$ cat src/rtl/if_fetch_if.sv
// Bundle of the fetch stage's pipeline and instruction-SRAM signals.
// The master modport is the fetch stage and the slave modport is its environment.
interface if_fetch_if #(
    parameter int CNT_WD = 32
);
    logic [5:0]        stall;
    logic [32:0]       br_bus;
    logic [32:0]       if_to_id_bus;
    logic              inst_sram_en;
    logic [3:0]        inst_sram_wen;
    logic [31:0]       inst_sram_addr;
    logic [31:0]       inst_sram_wdata;
    logic              fetch_excp;
    logic [31:0]       fetch_badvaddr;
    logic [CNT_WD-1:0] fetch_count;

    modport master (
        input  stall, br_bus,
        output if_to_id_bus, inst_sram_en, inst_sram_wen, inst_sram_addr,
               inst_sram_wdata, fetch_excp, fetch_badvaddr, fetch_count
    );

    modport slave (
        output stall, br_bus,
        input  if_to_id_bus, inst_sram_en, inst_sram_wen, inst_sram_addr,
               inst_sram_wdata, fetch_excp, fetch_badvaddr, fetch_count
    );
endinterface

$ cat src/rtl/if_fetch.sv
// MIPS instruction-fetch stage: PC register, SRAM read port and a one-entry
// pending-redirect buffer that remembers a branch while the PC is held.
module if_fetch #(
    parameter logic [31:0] RESET_VECTOR = 32'hBFC0_0000,
    parameter int          CNT_WD       = 32
) (
    input  logic       clk,
    input  logic       rst,
    if_fetch_if.master bus
);
    logic [31:0]       r_pc;
    logic              r_ce;
    logic              r_pend_v;
    logic [31:0]       r_pend_addr;
    logic [CNT_WD-1:0] r_cnt;

    logic              w_pc_stop;
    logic              w_id_stop;
    logic              w_br_e;
    logic [31:0]       w_br_addr;
    logic [31:0]       w_next_pc;
    logic              w_fetch_excp;
    logic              w_sram_en;
    logic              w_stall_unused;

    assign w_pc_stop      = bus.stall[0];
    assign w_id_stop      = bus.stall[1];
    assign w_stall_unused = ^bus.stall[5:2];
    assign w_br_e         = bus.br_bus[32];
    assign w_br_addr      = bus.br_bus[31:0];

    // Next-PC priority: buffered redirect, then live redirect, then sequential.
    always_comb begin
        w_next_pc = r_pc + 32'd4;
        if (r_pend_v) begin
            w_next_pc = r_pend_addr;
        end else if (w_br_e) begin
            w_next_pc = w_br_addr;
        end else begin
            w_next_pc = r_pc + 32'd4;
        end
    end

    assign w_fetch_excp = r_ce & (r_pc[1:0] != 2'b00);
    // Enable drops during a hold so the SRAM keeps presenting the held instruction.
    assign w_sram_en    = r_ce & ~w_pc_stop & ~w_fetch_excp;

    // PC, valid flag and pending-redirect buffer.
    always_ff @(posedge clk) begin
        if (rst) begin
            r_pc        <= RESET_VECTOR - 32'd4;
            r_ce        <= 1'b0;
            r_pend_v    <= 1'b0;
            r_pend_addr <= 32'h0000_0000;
        end else if (!w_pc_stop) begin
            r_pc     <= w_next_pc;
            r_ce     <= 1'b1;
            r_pend_v <= 1'b0;
        end else if (w_br_e && !w_id_stop && !r_pend_v) begin
            // Decode moves on while we are frozen, so the branch must be kept here.
            r_pend_v    <= 1'b1;
            r_pend_addr <= w_br_addr;
        end else begin
            r_pend_v    <= r_pend_v;
            r_pend_addr <= r_pend_addr;
        end
    end

    // Issued-fetch counter.
    always_ff @(posedge clk) begin
        if (rst) begin
            r_cnt <= '0;
        end else if (w_sram_en) begin
            r_cnt <= r_cnt + {{(CNT_WD-1){1'b0}}, 1'b1};
        end else begin
            r_cnt <= r_cnt;
        end
    end

    assign bus.if_to_id_bus    = {r_ce, r_pc};
    assign bus.inst_sram_en    = w_sram_en;
    assign bus.inst_sram_wen   = 4'b0000;
    assign bus.inst_sram_addr  = r_pc;
    assign bus.inst_sram_wdata = 32'h0000_0000;
    assign bus.fetch_excp      = w_fetch_excp;
    assign bus.fetch_badvaddr  = w_fetch_excp ? r_pc : 32'h0000_0000;
    assign bus.fetch_count     = r_cnt;
endmodule
$ cat src/flat_wrapper.sv
// flat-port wrapper written by rule: the top's interface ports become plain ports
module if_fetch_flat 
#(
    parameter logic [31:0] RESET_VECTOR = 32'hBFC0_0000,
    parameter int          CNT_WD       = 32
)
  (clk, rst, bus_stall, bus_br_bus, bus_if_to_id_bus, bus_inst_sram_en, bus_inst_sram_wen, bus_inst_sram_addr, bus_inst_sram_wdata, bus_fetch_excp, bus_fetch_badvaddr, bus_fetch_count);
  if_fetch_if #(.CNT_WD(CNT_WD)) bus_i ();
  input  logic clk;
  input  logic rst;
  input wire logic [$bits(bus_i.stall)-1:0] bus_stall;
  input wire logic [$bits(bus_i.br_bus)-1:0] bus_br_bus;
  output wire logic [$bits(bus_i.if_to_id_bus)-1:0] bus_if_to_id_bus;
  output wire logic [$bits(bus_i.inst_sram_en)-1:0] bus_inst_sram_en;
  output wire logic [$bits(bus_i.inst_sram_wen)-1:0] bus_inst_sram_wen;
  output wire logic [$bits(bus_i.inst_sram_addr)-1:0] bus_inst_sram_addr;
  output wire logic [$bits(bus_i.inst_sram_wdata)-1:0] bus_inst_sram_wdata;
  output wire logic [$bits(bus_i.fetch_excp)-1:0] bus_fetch_excp;
  output wire logic [$bits(bus_i.fetch_badvaddr)-1:0] bus_fetch_badvaddr;
  output wire logic [$bits(bus_i.fetch_count)-1:0] bus_fetch_count;
  assign bus_i.stall = bus_stall;
  assign bus_i.br_bus = bus_br_bus;
  assign bus_if_to_id_bus = bus_i.if_to_id_bus;
  assign bus_inst_sram_en = bus_i.inst_sram_en;
  assign bus_inst_sram_wen = bus_i.inst_sram_wen;
  assign bus_inst_sram_addr = bus_i.inst_sram_addr;
  assign bus_inst_sram_wdata = bus_i.inst_sram_wdata;
  assign bus_fetch_excp = bus_i.fetch_excp;
  assign bus_fetch_badvaddr = bus_i.fetch_badvaddr;
  assign bus_fetch_count = bus_i.fetch_count;
  if_fetch #(.RESET_VECTOR(RESET_VECTOR), .CNT_WD(CNT_WD)) u_core (.clk(clk), .rst(rst), .bus(bus_i));
endmodule
$ cat config.mk
export PLATFORM = sky130hd
export DESIGN_NAME = if_fetch_flat
export DESIGN_NICKNAME = d
export VERILOG_FILES = /design/src/rtl/if_fetch_if.sv /design/src/rtl/if_fetch.sv /design/src/flat_wrapper.sv
export SDC_FILE = /design/constraint.sdc
export NUM_CORES = 1
export LEC_CHECK = 0
export BUFFER_PORTS_ARGS = -buffer_cell sky130_fd_sc_hd__clkbuf_2
export CORE_MARGIN = 2
export CORE_UTILIZATION = 50
export CTS_CLUSTER_SIZE = 16
export DETAILED_ROUTE_END_ITERATION = 8
export GPL_TIMING_DRIVEN = 0
export PLACE_DENSITY = 0.8
export SLEW_MARGIN = 20
export SYNTH_ARGS = -nofsm -noshare
export SYNTH_HDL_FRONTEND = slang
export SYNTH_SLANG_ARGS = --single-unit
$ cat constraint.sdc
create_clock -name clk -period 2.7 [get_ports clk]
set_input_delay 0.27 -clock clk [delete_from_list [all_inputs] [get_ports clk]]
set_output_delay 0.27 -clock clk [all_outputs]
set_load 0.03 [all_outputs]
Word level (Yosys, flattened, before mapping)
Cells that the tools add are included.
Widths: inputs -> output; s select.
{"block": "totals", "in_bits": 41, "elab_cells": 22, "regBits": 98}
{"block": "classes", "n_addsub": 2, "reduce_logical": 7, "mux": 3, "bitwise_logic": 5}
{"op": "$mux 32", "n": 3}
{"op": "$add 32x1->32 const B", "n": 1}
{"op": "$add 32x3->32 const B", "n": 1}
{"op": "$and 1x1->1", "n": 3}
{"op": "$logic_and 1x1->1", "n": 2}
{"op": "$logic_not 1->1", "n": 2}
{"op": "$not 1->1", "n": 2}
{"op": "$reduce_and 2->1", "n": 1}
{"op": "$reduce_bool 2->1", "n": 1}
{"op": "$reduce_or 2->1", "n": 1}

Longest topological paths before layout
{"block": "logic_depth", "word_depth": 4, "depth_mapped": 7, "depth_no_buf": 5}

Worst setup path before layout
Ideal clock, no wire load.
{"block": "synth_timing", "path_type": "reg2reg", "start": "register u_core.r_pc[1] (netlist: u_core.bus.inst_sram_addr[1])", "end": "register u_core.r_cnt[22] (netlist: u_core.bus.fetch_count[22])", "setup_slack_ns": 0.271, "stages_incl_launch_ff": 6, "n_path_buf": 1, "setup_ns": 0.121, "period_less_slack_ns": 2.429, "t_arrival_ns": 2.309, "path_cell_list": "dfxtp_1 > or4b_4 > or4_1 > clkbuf_1 > nor4_1 > mux2_2"}
{"block": "synth_via", "elab_chain_len": 4}
{"element": "start: declaration", "line": "if_fetch.sv:11", "source": "logic [31:0] r_pc;"}
{"element": "start signal: assignment", "line": "if_fetch.sv:51", "source": "r_pc <= RESET_VECTOR - 32'd4;"}
{"element": "start signal: assignment", "line": "if_fetch.sv:56", "source": "r_pc <= w_next_pc;"}
{"element": "$reduce_bool 2->1", "line": "if_fetch.sv:44", "source": "assign w_fetch_excp = r_ce & (r_pc[1:0] != 2'b00);"}
{"element": "$and 1x1->1", "line": "if_fetch.sv:44"}
{"element": "$not 1->1", "line": "if_fetch.sv:46", "source": "assign w_sram_en = r_ce & ~w_pc_stop & ~w_fetch_excp;"}
{"element": "$and 1x1->1", "line": "if_fetch.sv:46"}
{"element": "end signal: assignment", "line": "if_fetch.sv:74", "source": "r_cnt <= r_cnt + {{(CNT_WD-1){1'b0}}, 1'b1};"}
{"element": "end signal: assignment", "line": "if_fetch.sv:76", "source": "r_cnt <= r_cnt;"}
{"element": "end: declaration", "line": "if_fetch.sv:15", "source": "logic [CNT_WD-1:0] r_cnt;"}
Every way passes these cells.
A chain may end at the register's enable or synchronous reset.

Final worst setup path
Same ends and word-level chain as after synthesis.

==> flow_summary.json <==
{
  "outcome": "finished clean",
  "clock_sinks": 98,
  "num_rows": 39,
  "crit_arrival_ps": 2780,
  "crit_chain": "or4b_4 -> or4_1 -> clkbuf_1 -> nor4_2 -> mux2_2",
  "routedWlPerCell_um": 15.6,
  "grt_util_all_layers_pct": 27.2,
  "htreeDepth": 3,
  "wirelength_um": 17700,
  "core_sq_um": 11400,
  "hpwl_um": 12900,
  "tightest_slew_ps": 940,
  "synth_cells": 773,
  "worstSetupStartpoint": "u_core.bus.inst_sram_addr[1]",
  "vias_per_cell": 5.66,
  "synth_edf_count": 0,
  "syn_area_per_cell_sq_um": 7.54,
  "grt_antenna_before_repair": 0,
  "pwr-share-comb_pct": 26.5,
  "cts.root.buffer_cell": "clkbuf_16",
  "p_int_mw": 2.70,
  "async_flop_share_pct": 0,
  "fill_cells": 1049,
  "mostFrequentLayoutCells": "clkbuf_2 (167), nand2_1 (134), dfxtp_1 (98), buf_4 (69), a21oi_1 (66)",
  "ir_drop_mv": 0.313,
  "dieWidth_um": 112,
  "io_pins": 208,
  "clk_latency_ps": 350,
  "crit_fanout": 10,
  "mostFrequentLayoutCell": "clkbuf_2",
  "fin_crit_ps": 2530,
  "sw_frac_of_total_pct": 34.3,
  "critPathCaptureType": "register",
  "startpoint_type": "register",
  "rsz0062_at_grt": "no",
  "drv_slew": 0,
  "leakagePower_nw": 3.11,
  "cts_buffers": 9,
  "min_from": "bus_br_bus[6]",
  "cap_violations": 0,
  "syn2layout_area_growth_pct": 25.4,
  "fin_crit_sh_pct": 93.9,
  "finalSetupViolations": 0,
  "drive_gt1_share_pct": 27.2,
  "synth_warnings": 0,
  "drc": 0,
  "p_sw_mw": 1.41,
  "max_stage_delay_ps": 570,
  "clockBufferDepth": 2,
  "setup_tns_ps": 0,
  "overflow": 0,
  "fin_total_pwr_mw": 4.11,
  "critical_path_required_ps": 2940,
  "post_cts_buffers": 0,
  "cts_tree": "built",
  "cellPowerDensity_nw_per_um2": 563,
  "clkPwrFrac_pct": 34.1,
  "vias": 6409,
  "drt_iter0_markers": 647,
  "fmax_mhz": 395,
  "reg2reg_from": "u_core.bus.inst_sram_addr[1]",
  "synthFlopType": "dfxtp_1",
  "hold_path_class": "in2reg",
  "skew_ps": 6.50,
  "relSlewSlack_pct": 36.8,
  "start_util_pct": 51.0,
  "seq_power_share_pct": 39.4,
  "gp_congestion": 0.934,
  "dieArea_sq_um": 12500,
  "port_buffers": 166,
  "syn-cell-area_sq_um": 5830,
  "timing_worst_setup_path_type": "reg2reg",
  "ys_ff_latch": 98,
  "grt_pass1_wl_um": 27800,
  "slowest_stage": "or4_1",
  "clk_pin_slew_ps": 70,
  "hold_violations": 0,
  "yosysSeqAreaShare_pct": 33.7,
  "nets": 1028,
  "num_antenna_cells": 0,
  "ys_types": 53,
  "grt_max_degree": 16,
  "die_height_um": 112,
  "multi_input_area_sq_um": 3220,
  "seq_area_sq_um": 1960,
  "grt_pass1_vias": 5492,
  "dr.pass1.iters": 5,
  "postRouteAntennaNets": 0
}
synth_stat cells, drive strengths merged (18+ instances only):
library cell	number	area share, %
nand2	134	8.6
dfxtp	98	34
buf	75	9.5
nand3	34	2.9
clkbuf	44	2.8
nor2	29	1.9
nor4	21	2.3
and2	36	3.9
o211ai	18	2.3
o21ai	18	1.5
nand4	19	2.0
a21oi	66	5.7
final cells by class:
cell class | count | area share, %
Clock inverter | 4 | 1.03
Sequential cell | 98 | 26.8
Timing Repair Buffer | 166 | 11.4
Buffer | 119 | 9.88
Clock buffer | 12 | 3.37
Multi-Input combinational cell | 572 | 44.1
Inverter | 19 | 0.976
Tap cell | 143 | 2.45
kinds of logic after synthesis:
logic type      share of synthesized area [%]
simple gates                             29.7
fa+ha+maj                               0.429
other cells                            0.0644
flops                                    33.7
compound gates                           20.4
xor+xnor                                 1.35
mux                                     0.730
buf+inv                                  13.6
state kept, by name (all words and copies together) (netlist names):
signal,cells
u_core.bus.fetch_count,32
u_core.bus.inst_sram_addr,32
u_core.r_ce,1
u_core.r_pend_addr,32
u_core.r_pend_v,1
critical path: cells and delay by family (launching register included):
kind / cells / cell delay (ps)
simple gates: 3 / 1440
flops: 1 / 380
buf+inv: 1 / 250
mux: 1 / 360
path summary, 6_finish.rpt:
| check | end | depth (start not counted) | slack, ps |
|---|---|---|---|
| worst max-delay path | u_core.bus.fetch_count[22] | 5 | 170 |
| worst min-delay path | u_core.r_pend_addr[6] | 3 | 160 |
| worst max register to register | u_core.bus.fetch_count[22] | 5 | 170 |
| worst min register to register | u_core.r_pend_addr[4] | 2 | 460 |
metrics by stage:
stage / setup slack, ps / hold WS [ps] / cells / util [%] / cell area [sq um]
finish: 165 / 155 / 1133 / 64.0 / 7310
global placement: 106 / 442 / 1117 / 61.0 / 6970
detailed placement: 89.3 / 446 / 1117 / 61.1 / 6970
floorplan: 271 / 406 / 808 / - / 5960
global route: 49.5 / 174 / 1133 / 64.0 / 7310
CTS: 97.2 / 151 / 1133 / 63.9 / 7300
repair_timing:
item | 4_1_cts | 5_1_grt
endpoints found under the hold margin | 0 | 0
endpoints found under the setup margin | 0 | 7
resized for setup | 0 | 4
hold buffers | 0 | 0
power groups by stage:
stage	Clock, mW	Combinational (mW)	Sequential, mW
after global placement	0	1.06	1.65
final	1.40	1.09	1.62
after detailed placement	0	1.07	1.65
after CTS	1.40	1.07	1.62
after global routing	1.46	1.16	1.63
after floorplan	0	0.700	1.71
metal layers:
layer	vias up	GRT usage, %	wire length [um]	share of wire [%]
li1	3102	-	-	-
met1	2930	37.8	7530	43
met2	349	42.6	8000	45
met3	28	3.92	1840	10
met4	0	11.0	297	1.7
met5	-	0	0	0
Power figures use the tool's default switching activity.
